### src/rtl/sram_like_arb_2x1_if.sv
// SRAM-like bundle for the 2x1 arbiter: requester ports I and D, the shared master port, and status.
// The slave modport is the arbiter's view; the master modport is the surrounding system's view.
interface sram_like_arb_2x1_if;
   logic        i_req;
   logic        i_wr;
   logic [1:0]  i_size;
   logic [31:0] i_addr;
   logic [31:0] i_wdata;
   logic        i_addr_ok;
   logic        i_data_ok;
   logic [31:0] i_rdata;

   logic        d_req;
   logic        d_wr;
   logic [1:0]  d_size;
   logic [31:0] d_addr;
   logic [31:0] d_wdata;
   logic        d_addr_ok;
   logic        d_data_ok;
   logic [31:0] d_rdata;

   logic        m_req;
   logic        m_wr;
   logic [1:0]  m_size;
   logic [31:0] m_addr;
   logic [31:0] m_wdata;
   logic        m_addr_ok;
   logic        m_data_ok;
   logic [31:0] m_rdata;

   logic        busy;
   logic        owner;

   modport slave (
      input  i_req, i_wr, i_size, i_addr, i_wdata,
      output i_addr_ok, i_data_ok, i_rdata,
      input  d_req, d_wr, d_size, d_addr, d_wdata,
      output d_addr_ok, d_data_ok, d_rdata,
      output m_req, m_wr, m_size, m_addr, m_wdata,
      input  m_addr_ok, m_data_ok, m_rdata,
      output busy, owner
   );

   modport master (
      output i_req, i_wr, i_size, i_addr, i_wdata,
      input  i_addr_ok, i_data_ok, i_rdata,
      output d_req, d_wr, d_size, d_addr, d_wdata,
      input  d_addr_ok, d_data_ok, d_rdata,
      input  m_req, m_wr, m_size, m_addr, m_wdata,
      output m_addr_ok, m_data_ok, m_rdata,
      input  busy, owner
   );
endinterface

### src/rtl/sram_like_arb_2x1.sv
// Two-requester arbiter sharing one SRAM-like master port; D has fixed priority, I is protected
// from starvation by a saturating counter of D grants issued while I was waiting.
//
// state | meaning
// IDLE  | no transaction; arbitrate and present the winner combinationally
// ADDR  | request presented, waiting for m_addr_ok
// DATA  | address accepted, waiting for m_data_ok
module sram_like_arb_2x1 #(
   parameter int STARVE_LIMIT = 4
) (
   input  logic               aclk,
   input  logic               aresetn,
   sram_like_arb_2x1_if.slave bus
);
   localparam logic [3:0] LIMIT = 4'(STARVE_LIMIT);

   typedef enum logic [1:0] {
      IDLE = 2'd0,
      ADDR = 2'd1,
      DATA = 2'd2
   } state_t;

   state_t     r_state;
   logic       r_owner;
   logic [3:0] r_starve_cnt;

   logic w_grant_i;
   logic w_grant_d;
   logic w_grant;
   logic w_sel_d;
   logic w_m_req;
   logic w_data_ok;

   always_comb begin
      w_grant_i = bus.i_req && (!bus.d_req || (r_starve_cnt == LIMIT));
      w_grant_d = !w_grant_i && bus.d_req;
      w_grant   = w_grant_i || w_grant_d;
      w_sel_d   = (r_state == IDLE) ? w_grant_d : r_owner;
      w_m_req   = ((r_state == IDLE) && w_grant) || (r_state == ADDR);
      w_data_ok = (r_state == DATA) && bus.m_data_ok;
   end

   always_comb begin
      bus.m_req   = w_m_req;
      bus.m_wr    = 1'b0;
      bus.m_size  = 2'd0;
      bus.m_addr  = 32'd0;
      bus.m_wdata = 32'd0;
      if (w_m_req) begin
         bus.m_wr    = w_sel_d ? bus.d_wr    : bus.i_wr;
         bus.m_size  = w_sel_d ? bus.d_size  : bus.i_size;
         bus.m_addr  = w_sel_d ? bus.d_addr  : bus.i_addr;
         bus.m_wdata = w_sel_d ? bus.d_wdata : bus.i_wdata;
      end
   end

   // Non-owner handshakes stay low; stray master handshakes outside their phase are dropped.
   always_comb begin
      bus.i_addr_ok = w_m_req && bus.m_addr_ok && !w_sel_d;
      bus.d_addr_ok = w_m_req && bus.m_addr_ok &&  w_sel_d;
      bus.i_data_ok = w_data_ok && !r_owner;
      bus.d_data_ok = w_data_ok &&  r_owner;
      bus.i_rdata   = bus.i_data_ok ? bus.m_rdata : 32'd0;
      bus.d_rdata   = bus.d_data_ok ? bus.m_rdata : 32'd0;
      bus.busy      = (r_state != IDLE);
      bus.owner     = w_sel_d;
   end

   always_ff @(posedge aclk or negedge aresetn) begin
      if (!aresetn) begin
         r_state      <= IDLE;
         r_owner      <= 1'b0;
         r_starve_cnt <= 4'd0;
      end else begin
         case (r_state)
            IDLE: begin
               if (w_grant) begin
                  r_owner <= w_grant_d;
                  r_state <= bus.m_addr_ok ? DATA : ADDR;
                  if (w_grant_d && bus.i_req) begin
                     if (r_starve_cnt != LIMIT) r_starve_cnt <= r_starve_cnt + 4'd1;
                  end else begin
                     r_starve_cnt <= 4'd0;
                  end
               end
            end
            ADDR: begin
               if (bus.m_addr_ok) r_state <= DATA;
            end
            DATA: begin
               if (bus.m_data_ok) r_state <= IDLE;
            end
            default: r_state <= IDLE;
         endcase
      end
   end
endmodule
### src/flat_wrapper.sv
// flat-port wrapper written by rule: the top's interface ports become plain ports
module sram_like_arb_2x1_flat 
#(
   parameter int STARVE_LIMIT = 4
)
  (aclk, aresetn, bus_i_req, bus_i_wr, bus_i_size, bus_i_addr, bus_i_wdata, bus_i_addr_ok, bus_i_data_ok, bus_i_rdata, bus_d_req, bus_d_wr, bus_d_size, bus_d_addr, bus_d_wdata, bus_d_addr_ok, bus_d_data_ok, bus_d_rdata, bus_m_req, bus_m_wr, bus_m_size, bus_m_addr, bus_m_wdata, bus_m_addr_ok, bus_m_data_ok, bus_m_rdata, bus_busy, bus_owner);
  sram_like_arb_2x1_if bus_i ();
  input  logic aclk;
  input  logic aresetn;
  input wire logic [$bits(bus_i.i_req)-1:0] bus_i_req;
  input wire logic [$bits(bus_i.i_wr)-1:0] bus_i_wr;
  input wire logic [$bits(bus_i.i_size)-1:0] bus_i_size;
  input wire logic [$bits(bus_i.i_addr)-1:0] bus_i_addr;
  input wire logic [$bits(bus_i.i_wdata)-1:0] bus_i_wdata;
  output wire logic [$bits(bus_i.i_addr_ok)-1:0] bus_i_addr_ok;
  output wire logic [$bits(bus_i.i_data_ok)-1:0] bus_i_data_ok;
  output wire logic [$bits(bus_i.i_rdata)-1:0] bus_i_rdata;
  input wire logic [$bits(bus_i.d_req)-1:0] bus_d_req;
  input wire logic [$bits(bus_i.d_wr)-1:0] bus_d_wr;
  input wire logic [$bits(bus_i.d_size)-1:0] bus_d_size;
  input wire logic [$bits(bus_i.d_addr)-1:0] bus_d_addr;
  input wire logic [$bits(bus_i.d_wdata)-1:0] bus_d_wdata;
  output wire logic [$bits(bus_i.d_addr_ok)-1:0] bus_d_addr_ok;
  output wire logic [$bits(bus_i.d_data_ok)-1:0] bus_d_data_ok;
  output wire logic [$bits(bus_i.d_rdata)-1:0] bus_d_rdata;
  output wire logic [$bits(bus_i.m_req)-1:0] bus_m_req;
  output wire logic [$bits(bus_i.m_wr)-1:0] bus_m_wr;
  output wire logic [$bits(bus_i.m_size)-1:0] bus_m_size;
  output wire logic [$bits(bus_i.m_addr)-1:0] bus_m_addr;
  output wire logic [$bits(bus_i.m_wdata)-1:0] bus_m_wdata;
  input wire logic [$bits(bus_i.m_addr_ok)-1:0] bus_m_addr_ok;
  input wire logic [$bits(bus_i.m_data_ok)-1:0] bus_m_data_ok;
  input wire logic [$bits(bus_i.m_rdata)-1:0] bus_m_rdata;
  output wire logic [$bits(bus_i.busy)-1:0] bus_busy;
  output wire logic [$bits(bus_i.owner)-1:0] bus_owner;
  assign bus_i.i_req = bus_i_req;
  assign bus_i.i_wr = bus_i_wr;
  assign bus_i.i_size = bus_i_size;
  assign bus_i.i_addr = bus_i_addr;
  assign bus_i.i_wdata = bus_i_wdata;
  assign bus_i_addr_ok = bus_i.i_addr_ok;
  assign bus_i_data_ok = bus_i.i_data_ok;
  assign bus_i_rdata = bus_i.i_rdata;
  assign bus_i.d_req = bus_d_req;
  assign bus_i.d_wr = bus_d_wr;
  assign bus_i.d_size = bus_d_size;
  assign bus_i.d_addr = bus_d_addr;
  assign bus_i.d_wdata = bus_d_wdata;
  assign bus_d_addr_ok = bus_i.d_addr_ok;
  assign bus_d_data_ok = bus_i.d_data_ok;
  assign bus_d_rdata = bus_i.d_rdata;
  assign bus_m_req = bus_i.m_req;
  assign bus_m_wr = bus_i.m_wr;
  assign bus_m_size = bus_i.m_size;
  assign bus_m_addr = bus_i.m_addr;
  assign bus_m_wdata = bus_i.m_wdata;
  assign bus_i.m_addr_ok = bus_m_addr_ok;
  assign bus_i.m_data_ok = bus_m_data_ok;
  assign bus_i.m_rdata = bus_m_rdata;
  assign bus_busy = bus_i.busy;
  assign bus_owner = bus_i.owner;
  sram_like_arb_2x1 #(.STARVE_LIMIT(STARVE_LIMIT)) u_core (.aclk(aclk), .aresetn(aresetn), .bus(bus_i));
endmodule
### config.mk
export PLATFORM = sky130hd
export DESIGN_NAME = sram_like_arb_2x1_flat
export DESIGN_NICKNAME = d
export VERILOG_FILES = /design/src/rtl/sram_like_arb_2x1_if.sv /design/src/rtl/sram_like_arb_2x1.sv /design/src/flat_wrapper.sv
export SDC_FILE = /design/constraint.sdc
export NUM_CORES = 1
export LEC_CHECK = 0
export CAP_MARGIN = 20
export CORE_AREA = 2 2 120 122
export CTS_CLUSTER_DIAMETER = 60
export DETAILED_ROUTE_END_ITERATION = 10
export DIE_AREA = 0 0 122 124
export PLACE_DENSITY = 0.61
export SYNTH_ARGS = -nofsm -noshare
export SYNTH_HDL_FRONTEND = slang
export SYNTH_SLANG_ARGS = --single-unit
### constraint.sdc
create_clock -name aclk -period 1.7 [get_ports aclk]
set_input_delay 0.34 -clock aclk [delete_from_list [all_inputs] [get_ports aclk]]
set_output_delay 0.34 -clock aclk [all_outputs]
set_load 0.01 [all_outputs]
### After elaboration in Yosys (flattened, before gate mapping)

Index checks and enable logic that the tools add are counted.

* input port bits: 172
* logic and storage cells: 52
* register bits: 7

* reduce and logical (&&, ||, !) cells: 22
* mux-type cells: 18
* add/sub/neg operators: 1
* eq/ne operators: 8

Operators with widths (count)
* 2-to-1 mux 32 bit: 6
* 2-to-1 mux 2 bit: 6
* logical AND 1 bit: 10
* 2-to-1 mux 4 bit: 2
* inequality test 2 bit, second input constant: 3
* case mux 2 bit (3 select lines): 1
* AND reduction 3 bit: 2
* adder 4 x 1 -> 4 bit, second input constant: 1
* equality test 4 x 3 -> 1 bit, second input constant: 1
* zero test 1 bit: 4
* inequality test 4 x 3 -> 1 bit, second input constant: 1
* logical OR 1 bit: 3
* 2-to-1 mux 1 bit: 3
* equality test 2 x 1 -> 1 bit, second input constant: 1
* equality test 2 bit, second input constant: 1
* zero test 2 bit: 1
* inequality test 2 x 1 -> 1 bit, second input constant: 1
* AND reduction 2 bit: 1
* nonzero test 2 bit: 1

### Depth between registers and ports, before layout

Gate-level depths: netlist of the first run.

* depth in word-level cells: 10
* depth in mapped cells: 9
* mapped depth without buffers: 6

### Least setup slack after synthesis of the first run

No wires, ideal clock.

* path type: reg-to-output
* from: register u_core.r_starve_cnt[0]
* to: output bus_m_wdata[23]
* slack: -0.231 ns
* path buffers: 3
* data arrival time: 1.591 ns
* cell stages (with the launch flop): 9
* path through: dfrtp_1 inv_1 ha_1 nand4b_1 a31oi_1 buf_2 buf_6 buf_8 mux2i_1

* longest elaborated chain between the ends: 9
* elaborated cells on any way between the ends: 11

RTL lines
* from (decl): RTL line sram_like_arb_2x1.sv:25 `logic [3:0] r_starve_cnt;`
* from (signal assigned): RTL line sram_like_arb_2x1.sv:81 `if (r_starve_cnt != LIMIT) r_starve_cnt <= r_starve_cnt + 4'd1;`
* equality test 4 x 3 -> 1 bit (*): RTL line sram_like_arb_2x1.sv:35 `w_grant_i = bus.i_req && (!bus.d_req || (r_starve_cnt == LIMIT));`
* logical OR 1 bit (*): RTL line sram_like_arb_2x1.sv:35
* logical AND 1 bit (*): RTL line sram_like_arb_2x1.sv:35
* zero test 1 bit: RTL line sram_like_arb_2x1.sv:36 `w_grant_d = !w_grant_i && bus.d_req;`
* logical AND 1 bit: RTL line sram_like_arb_2x1.sv:36
* logical OR 1 bit: RTL line sram_like_arb_2x1.sv:37 `w_grant = w_grant_i || w_grant_d;`
* logical AND 1 bit: RTL line sram_like_arb_2x1.sv:39 `w_m_req = ((r_state == IDLE) && w_grant) || (r_state == ADDR);`
* logical OR 1 bit: RTL line sram_like_arb_2x1.sv:39
* 2-to-1 mux 32 bit (*): RTL line sram_like_arb_2x1.sv:49 `if (w_m_req) begin`
* to (decl): RTL line flat_wrapper.sv:30 `output wire logic [$bits(bus_i.m_wdata)-1:0] bus_m_wdata;`

Every way passes the cells marked *; elsewhere a longest branch is shown, timed or not.

### Final worst setup path of the first run

* from: register u_core.r_starve_cnt[1]
* to: output bus_m_addr[1]

* longest elaborated chain between the ends: 9
* elaborated cells on any way between the ends: 11

RTL lines
* equality test 4 x 3 -> 1 bit (*): RTL line sram_like_arb_2x1.sv:35
* logical OR 1 bit (*): RTL line sram_like_arb_2x1.sv:35
* logical AND 1 bit (*): RTL line sram_like_arb_2x1.sv:35
* zero test 1 bit: RTL line sram_like_arb_2x1.sv:36
* logical AND 1 bit: RTL line sram_like_arb_2x1.sv:36
* logical OR 1 bit: RTL line sram_like_arb_2x1.sv:37
* logical AND 1 bit: RTL line sram_like_arb_2x1.sv:39
* logical OR 1 bit: RTL line sram_like_arb_2x1.sv:39
* 2-to-1 mux 32 bit (*): RTL line sram_like_arb_2x1.sv:49
* to (decl): RTL line flat_wrapper.sv:29 `output wire logic [$bits(bus_i.m_addr)-1:0] bus_m_addr;`

Marks and branches as above.

==> results of run 1 <==
-- final cells by class --
| type | instances | share of cell area (%) |
|---|---|---|
| repair buffers | 401 | 58.7 |
| multi-input cells | 300 | 34.0 |
| well taps | 180 | 3.17 |
| flip-flops and latches | 7 | 2.47 |
| clock buffers | 4 | 1.11 |
| inverters | 5 | 0.440 |
| diodes | 1 | 0.0352 |
-- metal layers --
| layer | part of all wire [%] | wire (um) |
|---|---|---|
| met5 | 0 | 0 |
| met1 | 36 | 5860 |
| met4 | 1.8 | 298 |
| met3 | 8.4 | 1360 |
| met2 | 54 | 8760 |
-- power by group through the flow --
stage	clock, uW	sequential, uW	combinational (uW)
floorplan	0	218	1670
global placement	0	207	3550
detailed placement	0	208	3580
CTS	409	209	3960
global route	424	211	4390
finish	407	209	4150
-- how the worst max path moves through the flow --
stage | start | endpoint | slack (ns)
floorplan | u_core.r_starve_cnt[0] | bus_m_wdata[23] | -0.20
global placement | bus_i_req | bus_m_addr[1] | -1.11
detailed placement | bus_i_req | bus_m_addr[1] | -1.12
CTS | u_core.r_starve_cnt[1] | bus_m_wr | -0.73
global route | u_core.r_starve_cnt[1] | bus_m_addr[23] | -0.76
finish | u_core.r_starve_cnt[1] | bus_m_addr[1] | -0.68
-- Yosys cell counts (all sizes together) (2+ instances only) --
cell type	count	area share (%)
clkbuf	16	2.5
nor4b	2	0.98
mux2i	67	28
o311ai	2	0.73
and2	65	17
inv	5	0.78
nand3	137	28
nand2	2	0.31
o21ai	2	0.41
dfrtp	7	7.3
buf	28	7.0
or2	2	0.52
ha	2	1.0
o31ai	2	0.62
nor2	5	0.88
-- flip-flops by register name (all words and copies together) (netlist names) --
name / count
u_core.r_owner: 1
u_core.r_starve_cnt: 4
u_core.r_state: 2
-- layout by cell type, fill, tap and decap left out, types with 3 or more instances in the layout --
| cell type | n |
|---|---|
| sky130_fd_sc_hd__clkdlybuf4s50_1 | 168 |
| sky130_fd_sc_hd__nand3_1 | 136 |
| sky130_fd_sc_hd__buf_6 | 119 |
| sky130_fd_sc_hd__and2_4 | 65 |
| sky130_fd_sc_hd__buf_2 | 61 |
| sky130_fd_sc_hd__mux2i_1 | 42 |
| sky130_fd_sc_hd__buf_4 | 20 |
| sky130_fd_sc_hd__mux2i_2 | 14 |
| sky130_fd_sc_hd__buf_12 | 12 |
| sky130_fd_sc_hd__mux2i_4 | 11 |
| sky130_fd_sc_hd__dfrtp_1 | 7 |
| sky130_fd_sc_hd__clkbuf_16 | 6 |
| sky130_fd_sc_hd__buf_16 | 6 |
| sky130_fd_sc_hd__buf_8 | 6 |
| sky130_fd_sc_hd__nor2_4 | 3 |
| sky130_fd_sc_hd__bufbuf_16 | 3 |
| sky130_fd_sc_hd__dlygate4sd2_1 | 3 |
-- what timing repair did --
item | CTS | global route
hold endpoints to repair | 0 | 0
resized for setup | 686 | 112
setup buffers | 36 | 12
endpoints found under the setup margin | 139 | 140
cloned | 13 | 4
pin swaps | 35 | 18
hold buffers | 0 | 0
-- logic make-up (layout without fill, tap and decap cells) --
group,Yosys count,in the layout,share of synthesized area (%)
AO/OA/AOI/OAI,11,11,3.47
buffers and inverters,49,410,10.3
AND/OR/NAND/NOR,220,220,50.2
flip-flops,7,7,7.25
other,0,1,0
multiplexers,67,67,27.8
adder cells (fa/ha/maj),2,2,1.04
-- critical path, cell delays in order, from the launching register on --
cell and delay, ns:
sky130_fd_sc_hd__dfrtp_1 0.37, sky130_fd_sc_hd__inv_1 0.07, sky130_fd_sc_hd__ha_2 0.17, sky130_fd_sc_hd__nand4b_1 0.18, sky130_fd_sc_hd__a31oi_4 0.27, sky130_fd_sc_hd__buf_8 0.20
sky130_fd_sc_hd__buf_16 0.16, sky130_fd_sc_hd__mux2i_4 0.25, sky130_fd_sc_hd__buf_6 0.13
-- per-stage QoR --
step | TNS (ns) | setup WS (ns) | power (uW) | std cells | area [um^2]
2_1_floorplan | -11.56 | -0.200 | 1890 | 356 | 2590
3_3_place_gp | -111.84 | -1.11 | 3760 | 840 | 6160
3_5_place_dp | -112.83 | -1.12 | 3790 | 840 | 6160
4_1_cts | -72.74 | -0.732 | 4580 | 892 | 6680
5_1_grt | -78.96 | -0.760 | 5020 | 898 | 7100
6_report | -69.73 | -0.678 | 4760 | 898 | 7100
==> flow_summary.yaml, run 1 <==
setup_path:
  worst-endpoint-arrival_ns: 2.04
  worstSetupEndpointType: "primary output"
  worstSetupStartpointType: "flop"
  worstPathRequired_ns: 1.36
  r2r-start: "u_core.r_state[0]"
  worstRegToRegCells: 6
  path_max_fanout: 7
  regToRegSetupSlack_ns: 0.07
  r2r_end: "u_core.r_state[0]"
  criticalPathCategory: "reg -> out"
power:
  cellPowerDensity_nw_per_um2: 671
  sequentialPowerShare_pct: 4.4
  total_leakage_power_uw: 0.00334
  combinationalPowerShare_pct: 87.1
  vdd.ir_drop.worst_mv: 0.293
  power.switching_uw: 1880
  p_int_uw: 2890
  p_sw_share_pct: 39.4
  clock_power_share_pct: 8.5
layout:
  multi_input_gate_area_um2: 2420
  final.fill_count: 1263
  layout-area-overhead-vs-synth_pct: 194
  final_layout_size_suffix_gt1_share_pct: 47.1
  layout.nets: 892
  postLayoutCoreUtil_pct: 51.8
  regArea_um2: 175
logic_synthesis:
  synth_cells: 356
  syn_nets: 530
  netlist-cell-type-count: 36
  synth_area_um2: 2410
  synth-edff-count: 0
  synth_async_sr_flop_share_pct: 100
  synth_seq_area_share_pct: 7.25
  synth.yosys.warnings: 0
  yosys_register_bits: 7
  postSynthAreaPerCell_um2: 6.78
  synth_flop_cell: "sky130_fd_sc_hd__dfrtp_1"
floorplanning:
  std_cell_rows: 43
  die_h_um: 124
  start_util_pct: 17.6
  dieArea_um2: 15100
  die_w_um: 122
  coreArea_um2: 13700
  design.portCount: 310
timing:
  worst_pin_slew_ns: 0.364
  fin_worst_skew_ns: 0.00106
  relSlewSlack_pct: 75.6
  grt_setup_unrepaired: "true"
  whs_ns: 0.388
  report.final.slew_viol_count: 0
  timing.final.hold_violations: 0
  worst_slack_ns: -0.678
  finalCritPeriodShare_pct: 140
  fmax_ghz: 0.420
  finalWorstPathRequiredPeriod_ns: 2.38
  report.final.setup_viol: 137
grt:
  groute.usage.overall_pct: 18.5
  grt_overflow_total: 0
  gr-usage-met3_pct: 3.75
  grt_antenna_before_repair: 1
  globalRoute.busiestLayer: "met2"
  gr-usage-met2_pct: 38.1
  first_global_vias: 4105
  maximum_number_of_pins_on_one_net_before_global_route_repair: 53
  grt_first_pass_wirelength_mm: 22.0
  use_met1_pct: 18.8
drt:
  post_drt_via_cell_ratio: 4.64
  wl_per_instance_um: 18.1
  dr_total_vias: 4169
  post_detailed_routing_wire_length_mm: 16.3
  first_pass_iters: 4
  drtAntennaViolNets: 0
  first_iter_violations: 171
  drc: 0
placed_design:
  gp_congestion: 0.929
  dp_hpwl_mm: 10.8
  buffer_ports.inserted: 309
outcome:
  outcome: "finished with violations"
  failing_checks: "negative setup slack"
clocking:
  cts_root_buffer: "sky130_fd_sc_hd__clkbuf_16"
  worstSkewPairLatency_ns: 0.23
  tritoncts_clock_tree: "done"
  cts_max_level: 1
  clk_pin_slew_worst_paths_ns: 0.04
  clock_path_buffers: 2
  clock_sink_count: 7
  tritoncts.num_buffers: 3
hold_path:
  hold_path.class: "in -> async"
flow_run:
  cap_violations: 0
No activity file was read; power rests on OpenSTA's default activity.
==> inputs of run 2 (changes only) <==
Settings changed: HOLD_SLACK_MARGIN from default to 0.1.
==> results of run 2 <==
No change in the layout: final DEF, timing and power equal those of run 1.
==> inputs of run 3 (changes only) <==
Settings changed: CELL_PAD_IN_SITES_DETAIL_PLACEMENT from default to 0, CELL_PAD_IN_SITES_GLOBAL_PLACEMENT from default to 1, CORE_AREA 2 2 120 122 to 2 2 122 124, DIE_AREA 0 0 122 124 to 0 0 124 126, DONT_BUFFER_PORTS from default to 1, PLACE_DENSITY 0.61 to 0.43, SLEW_MARGIN from default to 20.
==> flow_summary.yaml, run 3 (synthesis gave the netlist of run 1 again) <==
power:
  combinationalPowerShare_pct: 85.5
  total_leakage_power_uw: 0.00188
  p_sw_share_pct: 41.9
  clock_power_share_pct: 9.6
  power.switching_uw: 1810
  p_int_uw: 2510
  cellPowerDensity_nw_per_um2: 949
  vdd.ir_drop.worst_mv: 0.370
  sequentialPowerShare_pct: 4.9
  report.power.total_uw: 4320
clocking:
  tritoncts.num_buffers: 3
  cts_root_buffer: "sky130_fd_sc_hd__clkbuf_16"
  cts_max_level: 1
  clk_pin_slew_worst_paths_ns: 0.04
  tritoncts_clock_tree: "done"
  clock_sink_count: 7
  worstSkewPairLatency_ns: 0.24
  clock_path_buffers: 2
floorplanning:
  dieArea_um2: 15600
  design.portCount: 310
  start_util_pct: 16.9
  std_cell_rows: 44
  coreArea_um2: 14300
  die_h_um: 126
  die_w_um: 124
drt:
  drc: 0
  post_drt_via_cell_ratio: 5.05
  wl_per_instance_um: 19.8
  drtAntennaViolNets: 0
  dr_total_vias: 3012
  post_detailed_routing_wire_length_mm: 11.8
  first_iter_violations: 130
  first_pass_iters: 5
setup_path:
  r2r-start: "u_core.r_state[0]"
  worst-endpoint-arrival_ns: 2.06
  criticalPathCategory: "reg -> out"
  worstSetupEndpointType: "primary output"
  r2r_end: "u_core.r_state[0]"
  worstSetupStartpointType: "flop"
  worstPathRequired_ns: 1.36
  path_max_fanout: 6
  regToRegSetupSlack_ns: -0.01
  startpoint: "u_core.r_starve_cnt[0]"
  critPathCapture: "bus_m_wdata[8]"
  worstRegToRegCells: 6
layout:
  final_instance_area_um2: 4560
  multi_input_gate_area_um2: 2780
  layout.nets: 588
  largest-register: "u_core.r_starve_cnt"
  largest_register_ffs: 4
  diodes: 0
  layout-area-overhead-vs-synth_pct: 88.7
  final_layout_size_suffix_gt1_share_pct: 55.0
  final.fill_count: 1480
  regArea_um2: 176
  layout.cells.most_common: "sky130_fd_sc_hd__nand3_1"
  most-common-layout-cells: "sky130_fd_sc_hd__nand3_1, sky130_fd_sc_hd__and2_4, sky130_fd_sc_hd__mux2i_4, sky130_fd_sc_hd__buf_4, sky130_fd_sc_hd__mux2i_1"
  reg.largest.list: "u_core.r_starve_cnt: 4 flops, u_core.r_state: 2 flops, u_core.r_owner: 1 flops"
placed_design:
  dp_hpwl_mm: 8.71
  buffer_ports.inserted: 0
  detailed_place.area_um2: 3220
  gp_congestion: 0.801
timing:
  tns_ns: -55.62
  finalWorstPathRequiredPeriod_ns: 2.40
  relSlewSlack_pct: 75.6
  report.final.setup_viol: 138
  worst_pin_slew_ns: 0.365
  fmax_ghz: 0.416
  finalCritPeriodShare_pct: 141
  report.final.slew_viol_count: 0
  fin_worst_skew_ns: 0.00203
  timing.final.hold_violations: 0
  grt_setup_unrepaired: "true"
  worst_slack_ns: -0.703
flow_run:
  cap_violations: 0
outcome:
  failing_checks: "negative setup slack"
  outcome: "finished with violations"
grt:
  groute.usage.overall_pct: 13.3
  grt_first_pass_wirelength_mm: 16.1
  grt_antenna_before_repair: 0
  grt_overflow_total: 0
  first_global_vias: 2910
  maximum_number_of_pins_on_one_net_before_global_route_repair: 55
hold_path:
  hold_path.class: "in -> reg"
run 3: stage by stage:
stage / instances / util (%) / setup WS [ns] / hold slack [ns]
after floorplan: 356 / - / -0.200 / 0.0444
after global placement: 561 / 22.5 / -0.374 / 0.0450
after detailed placement: 561 / 22.5 / -0.432 / 0.0451
after CTS: 579 / 29.1 / -0.670 / 0.159
after global routing: 597 / 31.8 / -0.794 / 0.164
final: 597 / 31.8 / -0.703 / 0.162
run 3: cell type report:
cell class,instances,area share (%)
flip-flops and latches,7,3.87
well taps,184,5.05
multi-input cells,300,60.9
clock buffers,3,1.65
repair buffers,97,27.6
clock inverters,1,0.110
inverters,5,0.851
run 3: per-layer routing:
metal / part of all wire (%) / track usage (%) / routed length [um] / vias up
li1: - / - / - / 1391
met1: 31 / 12.7 / 3680 / 1391
met2: 57 / 27.6 / 6750 / 216
met3: 9.9 / 3.35 / 1170 / 14
met4: 2.0 / 2.97 / 238 / 0
met5: 0 / 0 / 0 / -
run 3: how the worst min path moves through the flow:
stage	from	endpoint	slack [ns]	depth (start not counted)
final	bus_m_addr_ok	u_core.r_state[0]	0.16	1
after global routing	bus_m_addr_ok	u_core.r_state[0]	0.16	1
after CTS	bus_m_addr_ok	u_core.r_state[0]	0.16	1
after detailed placement	aresetn	u_core.r_starve_cnt[0]	0.05	0
after global placement	aresetn	u_core.r_starve_cnt[2]	0.04	0
after floorplan	aresetn	u_core.r_owner	0.04	0
run 3: power groups by stage:
stage | Sequential, uW | Combinational, uW | Clock, uW
after floorplan | 218 | 1670 | 0
after global placement | 210 | 2400 | 0
after detailed placement | 212 | 2410 | 0
after CTS | 210 | 3340 | 421
after global routing | 214 | 3920 | 426
final | 211 | 3700 | 416
run 3: timing repair:
item,4_1_cts,5_1_grt
hold endpoints to repair,7,0
cloned,5,7
resized for setup,159,29
pin swaps,3,61
setup endpoints to repair,136,138
setup buffers,8,15
hold buffers,1,0
run 3: critical path, cell delays in order (launching register included):
cell                       delay, ns
sky130_fd_sc_hd__dfrtp_1        0.37
sky130_fd_sc_hd__inv_1          0.06
sky130_fd_sc_hd__ha_2           0.19
sky130_fd_sc_hd__nand4b_1       0.18
sky130_fd_sc_hd__a31oi_4        0.24
sky130_fd_sc_hd__buf_12         0.16
sky130_fd_sc_hd__buf_12         0.14
sky130_fd_sc_hd__buf_8          0.12
sky130_fd_sc_hd__mux2i_2        0.21
sky130_fd_sc_hd__buf_4          0.15
